**src/rtl/id_pkg.sv**
```systemverilog
// Shared decode constants for the instruction decode stage: MIPS opcode/funct
// values, the ALU operation encoding and the bundled control word.
package id_pkg;

   localparam logic [5:0] OP_RTYPE = 6'h00;
   localparam logic [5:0] OP_ADDI  = 6'h08;
   localparam logic [5:0] OP_ORI   = 6'h0D;
   localparam logic [5:0] OP_LUI   = 6'h0F;
   localparam logic [5:0] OP_LW    = 6'h23;
   localparam logic [5:0] OP_SW    = 6'h2B;
   localparam logic [5:0] OP_BEQ   = 6'h04;
   localparam logic [5:0] OP_J     = 6'h02;

   localparam logic [5:0] FN_ADD = 6'h20;
   localparam logic [5:0] FN_SUB = 6'h22;
   localparam logic [5:0] FN_AND = 6'h24;
   localparam logic [5:0] FN_OR  = 6'h25;
   localparam logic [5:0] FN_SLT = 6'h2A;
   localparam logic [5:0] FN_SLL = 6'h00;

   typedef enum logic [2:0] {
      ALU_ADD = 3'd0,
      ALU_SUB = 3'd1,
      ALU_AND = 3'd2,
      ALU_OR  = 3'd3,
      ALU_SLT = 3'd4,
      ALU_SLL = 3'd5,
      ALU_LUI = 3'd6
   } alu_op_e;

   typedef enum logic [1:0] {
      IMM_SIGN  = 2'd0,
      IMM_ZERO  = 2'd1,
      IMM_UPPER = 2'd2
   } imm_sel_e;

   typedef struct packed {
      alu_op_e alu_op;
      logic    alu_src;
      logic    reg_write;
      logic    mem_read;
      logic    mem_write;
      logic    mem_to_reg;
      logic    branch;
      logic    jump;
      logic    illegal;
   } ctrl_t;

   function automatic logic [31:0] extend_imm(input logic [15:0] imm, input imm_sel_e sel);
      logic [31:0] ext;
      case (sel)
         IMM_ZERO:  ext = {16'h0000, imm};
         IMM_UPPER: ext = {imm, 16'h0000};
         default:   ext = {{16{imm[15]}}, imm};
      endcase
      return ext;
   endfunction

endpackage

```
**src/rtl/regfile.sv**
```systemverilog
// 2-read / 1-write register file with $0 tied to zero and same-cycle
// write-back bypass onto both read ports.
module regfile
   import id_pkg::*;
#(
   parameter int DATA_WIDTH = 32,
   parameter int REG_NUM    = 32
) (
   input  logic                       clk,
   input  logic                       rst,
   input  logic [$clog2(REG_NUM)-1:0] rs_addr,
   input  logic [$clog2(REG_NUM)-1:0] rt_addr,
   input  logic                       wb_en,
   input  logic [$clog2(REG_NUM)-1:0] wb_addr,
   input  logic [DATA_WIDTH-1:0]      wb_data,
   output logic [DATA_WIDTH-1:0]      rs_data,
   output logic [DATA_WIDTH-1:0]      rt_data
);

   logic [DATA_WIDTH-1:0] mem [REG_NUM];
   logic                  wr_live;

   assign wr_live = wb_en && (wb_addr != '0);

   always_ff @(posedge clk) begin
      if (rst) begin
         for (int i = 0; i < REG_NUM; i++) begin
            mem[i] <= '0;
         end
      end else if (wr_live) begin
         mem[wb_addr] <= wb_data;
      end
   end

   // Bypass lets an instruction consume a result written back in the same cycle.
   always_comb begin
      rs_data = mem[rs_addr];
      if (rs_addr == '0) begin
         rs_data = '0;
      end else if (wr_live && (wb_addr == rs_addr)) begin
         rs_data = wb_data;
      end
   end

   always_comb begin
      rt_data = mem[rt_addr];
      if (rt_addr == '0) begin
         rt_data = '0;
      end else if (wr_live && (wb_addr == rt_addr)) begin
         rt_data = wb_data;
      end
   end

endmodule

```
**src/rtl/id_stage.sv**
```systemverilog
// MIPS instruction decode stage: IF/ID register with stall/flush, control
// decode, immediate extension and operand read through the register file.
module id_stage
   import id_pkg::*;
#(
   parameter int DATA_WIDTH = 32,
   parameter int REG_NUM    = 32
) (
   input  logic                       clk,
   input  logic                       rst,
   input  logic [31:0]                instruction,
   input  logic                       if_valid,
   input  logic                       stall,
   input  logic                       flush,
   input  logic                       wb_en,
   input  logic [$clog2(REG_NUM)-1:0] wb_addr,
   input  logic [DATA_WIDTH-1:0]      wb_data,
   output logic                       id_valid,
   output logic [DATA_WIDTH-1:0]      rs_data,
   output logic [DATA_WIDTH-1:0]      rt_data,
   output logic [31:0]                imm_ext,
   output logic [4:0]                 shamt,
   output logic [$clog2(REG_NUM)-1:0] dst_addr,
   output logic [25:0]                jump_target,
   output logic [2:0]                 alu_op,
   output logic                       alu_src,
   output logic                       reg_write,
   output logic                       mem_read,
   output logic                       mem_write,
   output logic                       mem_to_reg,
   output logic                       branch,
   output logic                       jump,
   output logic                       illegal
);

   // Handshake: if_valid qualifies `instruction` in the cycle it is sampled;
   // id_valid qualifies every decoded output for as long as instr_q holds it.
   // There is no ready; back-pressure is the stall input.
   logic [31:0] instr_q;
   logic        valid_q;
   ctrl_t       ctrl;
   imm_sel_e    imm_sel;
   logic [5:0]  op;
   logic [5:0]  funct;

   always_ff @(posedge clk) begin
      if (rst || flush) begin
         instr_q <= '0;
         valid_q <= 1'b0;
      end else if (!stall) begin
         instr_q <= instruction;
         valid_q <= if_valid;
      end
   end

   assign op    = instr_q[31:26];
   assign funct = instr_q[5:0];

   always_comb begin
      ctrl    = '0;
      imm_sel = IMM_SIGN;
      case (op)
         OP_RTYPE: begin
            ctrl.reg_write = 1'b1;
            case (funct)
               FN_ADD:  ctrl.alu_op = ALU_ADD;
               FN_SUB:  ctrl.alu_op = ALU_SUB;
               FN_AND:  ctrl.alu_op = ALU_AND;
               FN_OR:   ctrl.alu_op = ALU_OR;
               FN_SLT:  ctrl.alu_op = ALU_SLT;
               FN_SLL:  ctrl.alu_op = ALU_SLL;
               default: ctrl.illegal = 1'b1;
            endcase
         end
         OP_ADDI: begin
            ctrl.alu_src   = 1'b1;
            ctrl.reg_write = 1'b1;
         end
         OP_ORI: begin
            ctrl.alu_op    = ALU_OR;
            ctrl.alu_src   = 1'b1;
            ctrl.reg_write = 1'b1;
            imm_sel        = IMM_ZERO;
         end
         OP_LUI: begin
            ctrl.alu_op    = ALU_LUI;
            ctrl.alu_src   = 1'b1;
            ctrl.reg_write = 1'b1;
            imm_sel        = IMM_UPPER;
         end
         OP_LW: begin
            ctrl.alu_src    = 1'b1;
            ctrl.reg_write  = 1'b1;
            ctrl.mem_read   = 1'b1;
            ctrl.mem_to_reg = 1'b1;
         end
         OP_SW: begin
            ctrl.alu_src   = 1'b1;
            ctrl.mem_write = 1'b1;
         end
         OP_BEQ: begin
            ctrl.alu_op = ALU_SUB;
            ctrl.branch = 1'b1;
         end
         OP_J:    ctrl.jump = 1'b1;
         default: ctrl.illegal = 1'b1;
      endcase

      // An unsupported encoding must not leak any partial control.
      if (ctrl.illegal) begin
         ctrl         = '0;
         ctrl.illegal = 1'b1;
      end
      // Empty slot (reset, flush, bubble) drives the idle control word.
      if (!valid_q) begin
         ctrl = '0;
      end
   end

   assign id_valid    = valid_q;
   assign alu_op      = ctrl.alu_op;
   assign alu_src     = ctrl.alu_src;
   assign reg_write   = ctrl.reg_write;
   assign mem_read    = ctrl.mem_read;
   assign mem_write   = ctrl.mem_write;
   assign mem_to_reg  = ctrl.mem_to_reg;
   assign branch      = ctrl.branch;
   assign jump        = ctrl.jump;
   assign illegal     = ctrl.illegal;
   assign imm_ext     = extend_imm(instr_q[15:0], imm_sel);
   assign shamt       = instr_q[10:6];
   assign jump_target = instr_q[25:0];
   assign dst_addr    = (op == OP_RTYPE) ? instr_q[15:11] : instr_q[20:16];

   regfile #(
      .DATA_WIDTH (DATA_WIDTH),
      .REG_NUM    (REG_NUM)
   ) u_regfile (
      .clk     (clk),
      .rst     (rst),
      .rs_addr (instr_q[25:21]),
      .rt_addr (instr_q[20:16]),
      .wb_en   (wb_en),
      .wb_addr (wb_addr),
      .wb_data (wb_data),
      .rs_data (rs_data),
      .rt_data (rt_data)
   );

endmodule

```
**config.mk**
```make
export PLATFORM = sky130hd
export DESIGN_NAME = id_stage
export DESIGN_NICKNAME = d
export VERILOG_FILES = /design/src/rtl/id_pkg.sv /design/src/rtl/regfile.sv /design/src/rtl/id_stage.sv
export SDC_FILE = /design/constraint.sdc
export NUM_CORES = 2
export LEC_CHECK = 0
export CORE_MARGIN = 3
export CORE_UTILIZATION = 55
export CTS_CLUSTER_DIAMETER = 60
export DETAILED_ROUTE_END_ITERATION = 10
export PLACE_DENSITY = 0.75
export SLEW_MARGIN = 20
export SYNTH_ARGS = -nofsm -noshare
export SYNTH_HDL_FRONTEND = slang
export SYNTH_HIERARCHICAL = 1
export SYNTH_SLANG_ARGS = --single-unit
```
**constraint.sdc**
```tcl
create_clock -name clk -period 9 [get_ports clk]
set_input_delay 2.7 -clock clk [delete_from_list [all_inputs] [get_ports clk]]
set_output_delay 2.7 -clock clk [all_outputs]
set_load 0.05 [all_outputs]
```
==> summary.txt <==
Global routing
  • First-pass GRT wire length: roughly 300 mm
  • Gr ovfl total: 0
  • Antenna violations before repair: 12
  • GRT Total Usage: 39.0%
  • Vias in the first global route: 39927
  • Largest net degree at the start of global routing: 84

Critical path
  • Worst EP arrival: 5.74 ns
  • CP Class: in2out
  • RR Endpoint: instr_q[22]$_SDFFE_PP0N_
  • Cell family with most CP delay: compound AO/OA/AOI/OAI gates
  • Delay of the slowest critical-path stage: 0.63 ns
  • CP bufs+invs: 3
  • CP required: 6.30 ns
  • R2R depth: 3
  • Worst path cell trace: clkdlybuf4s50_1, or3_1, o31ai_4, nor4_4, a21oi_4, buf_4, a32o_1, buf_12
  • Crit path max fanout: 10
  • Slowest stage cell, crit path: a21oi_4
  • Reg2Reg Setup Slack: 6.94 ns
  • CP Launch Type: input pin
  • CP endpoint kind: primary output
  • Worst r2r src: instr_q[22]$_SDFFE_PP0N_

Cells and area
  • Area Growth Syn to Fin: 12.4%
  • Post-layout util: 62.6%
  • Fillers: ~7500
  • Most common cell after layout, fill and taps aside: edfxtp_1
  • Most frequent cells in the layout: 1024 x edfxtp_1, 962 x and2_1, 366 x mux2i_1, 356 x mux4_2, 148 x buf_4
  • Share of layout cells above drive strength 1: between 20 and 25%
  • Nets: approximately 4300

Clocking
  • Clk slew on worst S/H paths: 0.06 ns
  • Hold buffers post-CTS: 0
  • Cts bufs inserted: 114
  • Post-CTS Setup Bufs: 0
  • CTS tree: built
  • Skew-Pair Late Insertion Delay: 0.70 ns
  • PostCTS Resize Cnt: 0
  • Root Driver: clkbuf_16
  • Bufs on Longest Clock Path: 3
  • TritonCTS Sinks: 1057
  • H-tree Lvls: 3

Logic synthesis
  • Mean Syn Cell Area: ~14 um2
  • Mapped Cells: approximately 4200
  • Synthesized flop and latch total: approximately 1100
  • Main synth FF type: edfxtp_1
  • Synthesized area: 0.0579 mm2
  • Post-synth EDFFs: about 1000
  • Register area share after synthesis: 54.3%
  • Synthesis Warnings: 6
  • Async SR Flop Fraction: 0%
  • Count of different cell masters after synthesis: between 90 and 100

Floorplan
  • Die height: between 300 and 400 um
  • Chip Width: 330 um
  • Rows: 118
  • Initial Util: 55.7%
  • Core ar.: 0.104 mm2
  • Die ar.: 0.109 mm2
  • Num ports: between 200 and 250

STA
  • Final setup skew: 0 ns
  • Setup TNS: 0 ns
  • Worst rel slew slack: 20.2%
  • Max-slew violations: 0
  • Tmin final: 8.44 ns
  • # setup viols final: 0
  • Unrepaired setup endpoints after global routing: false
  • Final Hold Vio Count: 0
  • Peak Freq: 118 MHz
  • Worst-margin pin slew: 1.16 ns
  • Final hold slack: between 0.5 and 0.6 ns
  • Tcrit/Tclk final: between 90% and 100%

Drt
  • Via count: 41135
  • Final antenna-violating net count: 0
  • WL/cell: ~37 um
  • DRC Markers: 0
  • First drt pass iteration count: 6
  • Via density: 7.23
  • Initial DRC count: 7357
  • Routed wire length: 213 mm

Hold path
  • Hold path depth: 2
  • Hold crit path type: reg2reg
  • Hold EP: instr_q[10]$_SDFFE_PP0N_
  • Hold wc startpoint: instr_q[10]$_SDFFE_PP0N_

Pwr
  • Peak VDD IR: between 0.00015 and 0.0002 V
  • Pwr/cell area: 183 mW/mm2
  • Total power: roughly 12000 uW
  • Lkg Pwr: roughly 0.022 uW

Flow run
  • Max Cap Violations: 0

Status
  • Outcome: complete, no violations

Place
  • HPWL after DPL: between 100 and 150 mm
  • PortBufs: 218
  • Routability cong.: 0.929
layout make-up:
class | instances | area [um2] | share of cell area (%)
diodes | 15 | 37.5 | 0.0577
clock buffers | 139 | 2990 | 4.59
clock inverters | 67 | 549 | 0.844
inverters | 7 | 26.3 | 0.0404
multi-input cells | 2665 | 24600 | 37.8
flip-flops and latches | 1057 | 31400 | 48.3
well taps | 1380 | 1730 | 2.65
repair buffers | 356 | 3710 | 5.70
how the worst max path moves through the flow:
stage                          start           to  cells after the start
final                     wb_addr[2]  rs_data[17]                      8
after global routing      wb_addr[2]  rs_data[11]                      8
after CTS                 wb_addr[2]  rs_data[17]                      8
after detailed placement  wb_addr[2]  rs_data[17]                      8
after global placement    wb_addr[2]  rs_data[18]                      8
after floorplan           wb_addr[2]  rt_data[11]                      8
state kept, by name, indices dropped and copies added, names as in the netlist:
name	flops
instr_q	32
id_valid	1
u_regfile/mem	1024
worst reg2reg max path, delay by kind of cell (launching register included):
family,cells,cell delay [ns]
buffers and inverters,1,0.77
flip-flops,1,0.93
multiplexers,1,0.17
AND/OR/NAND/NOR,1,0.12
logic make-up after synthesis:
family                   Yosys count  synth area share (%)
AO/OA/AOI/OAI                    457                  5.95
adder cells (fa/ha/maj)            3                0.0649
flip-flops                      1057                  54.3
XOR/XNOR                          11                 0.166
buffers and inverters            474                  4.01
other                              1               0.00648
multiplexers                     774                  21.5
AND/OR/NAND/NOR                 1388                  14.1
metrics by stage:
stage,area (um2),worst slack (ns),cells
after floorplan,58000,1.43,4196
after global placement,61500,0.794,5465
after detailed placement,61500,0.737,5465
after CTS,65000,0.723,5671
after global routing,65000,0.524,5674
final,65100,0.557,5686
per-layer routing:
layer	global-route usage (%)	routed length [um]	share of wire (%)	up-vias
li1	-	-	-	15868
met1	50.4	69900	33	20295
met2	57.8	92800	44	4036
met3	13.2	35000	16	932
met4	22.7	15500	7.3	4
met5	0	23	0.011	-
Yosys cell counts, drive strengths merged (3+ instances only):
library cell / n / share of area, %
a2111oi: 7 / 0.17
a211o: 7 / 0.11
a211oi: 48 / 0.65
a21o: 15 / 0.20
a21oi: 84 / 0.75
a221o: 12 / 0.21
a221oi: 36 / 0.56
a22o: 8 / 0.12
a22oi: 66 / 0.86
a31oi: 8 / 0.086
a32o: 32 / 0.55
a41oi: 5 / 0.076
and2: 965 / 10
and3: 17 / 0.20
buf: 165 / 2.0
clkbuf: 302 / 2.0
dfxtp: 33 / 1.1
edfxtp: 1024 / 53
ha: 3 / 0.065
inv: 7 / 0.045
mux2: 40 / 0.78
mux2i: 367 / 6.3
mux4: 367 / 14
nand2: 136 / 0.90
nand2b: 9 / 0.097
nand3: 10 / 0.086
nand3b: 7 / 0.091
nand4: 9 / 0.097
nor2: 101 / 0.66
nor2b: 23 / 0.25
nor3: 47 / 0.43
nor3b: 7 / 0.11
o211ai: 6 / 0.078
o21ai: 32 / 0.28
o21bai: 5 / 0.065
o221a: 4 / 0.078
o221ai: 33 / 0.50
o22ai: 37 / 0.40
or2: 37 / 0.40
or3b: 4 / 0.061
xnor2: 8 / 0.12
xor2: 3 / 0.045
power by group:
group	internal (uW)	switching [uW]	total, uW
Combinational	570	948	1520
Clock	2530	2010	4540
Sequential	5660	165	5830
Power figures use the tool's default switching activity.
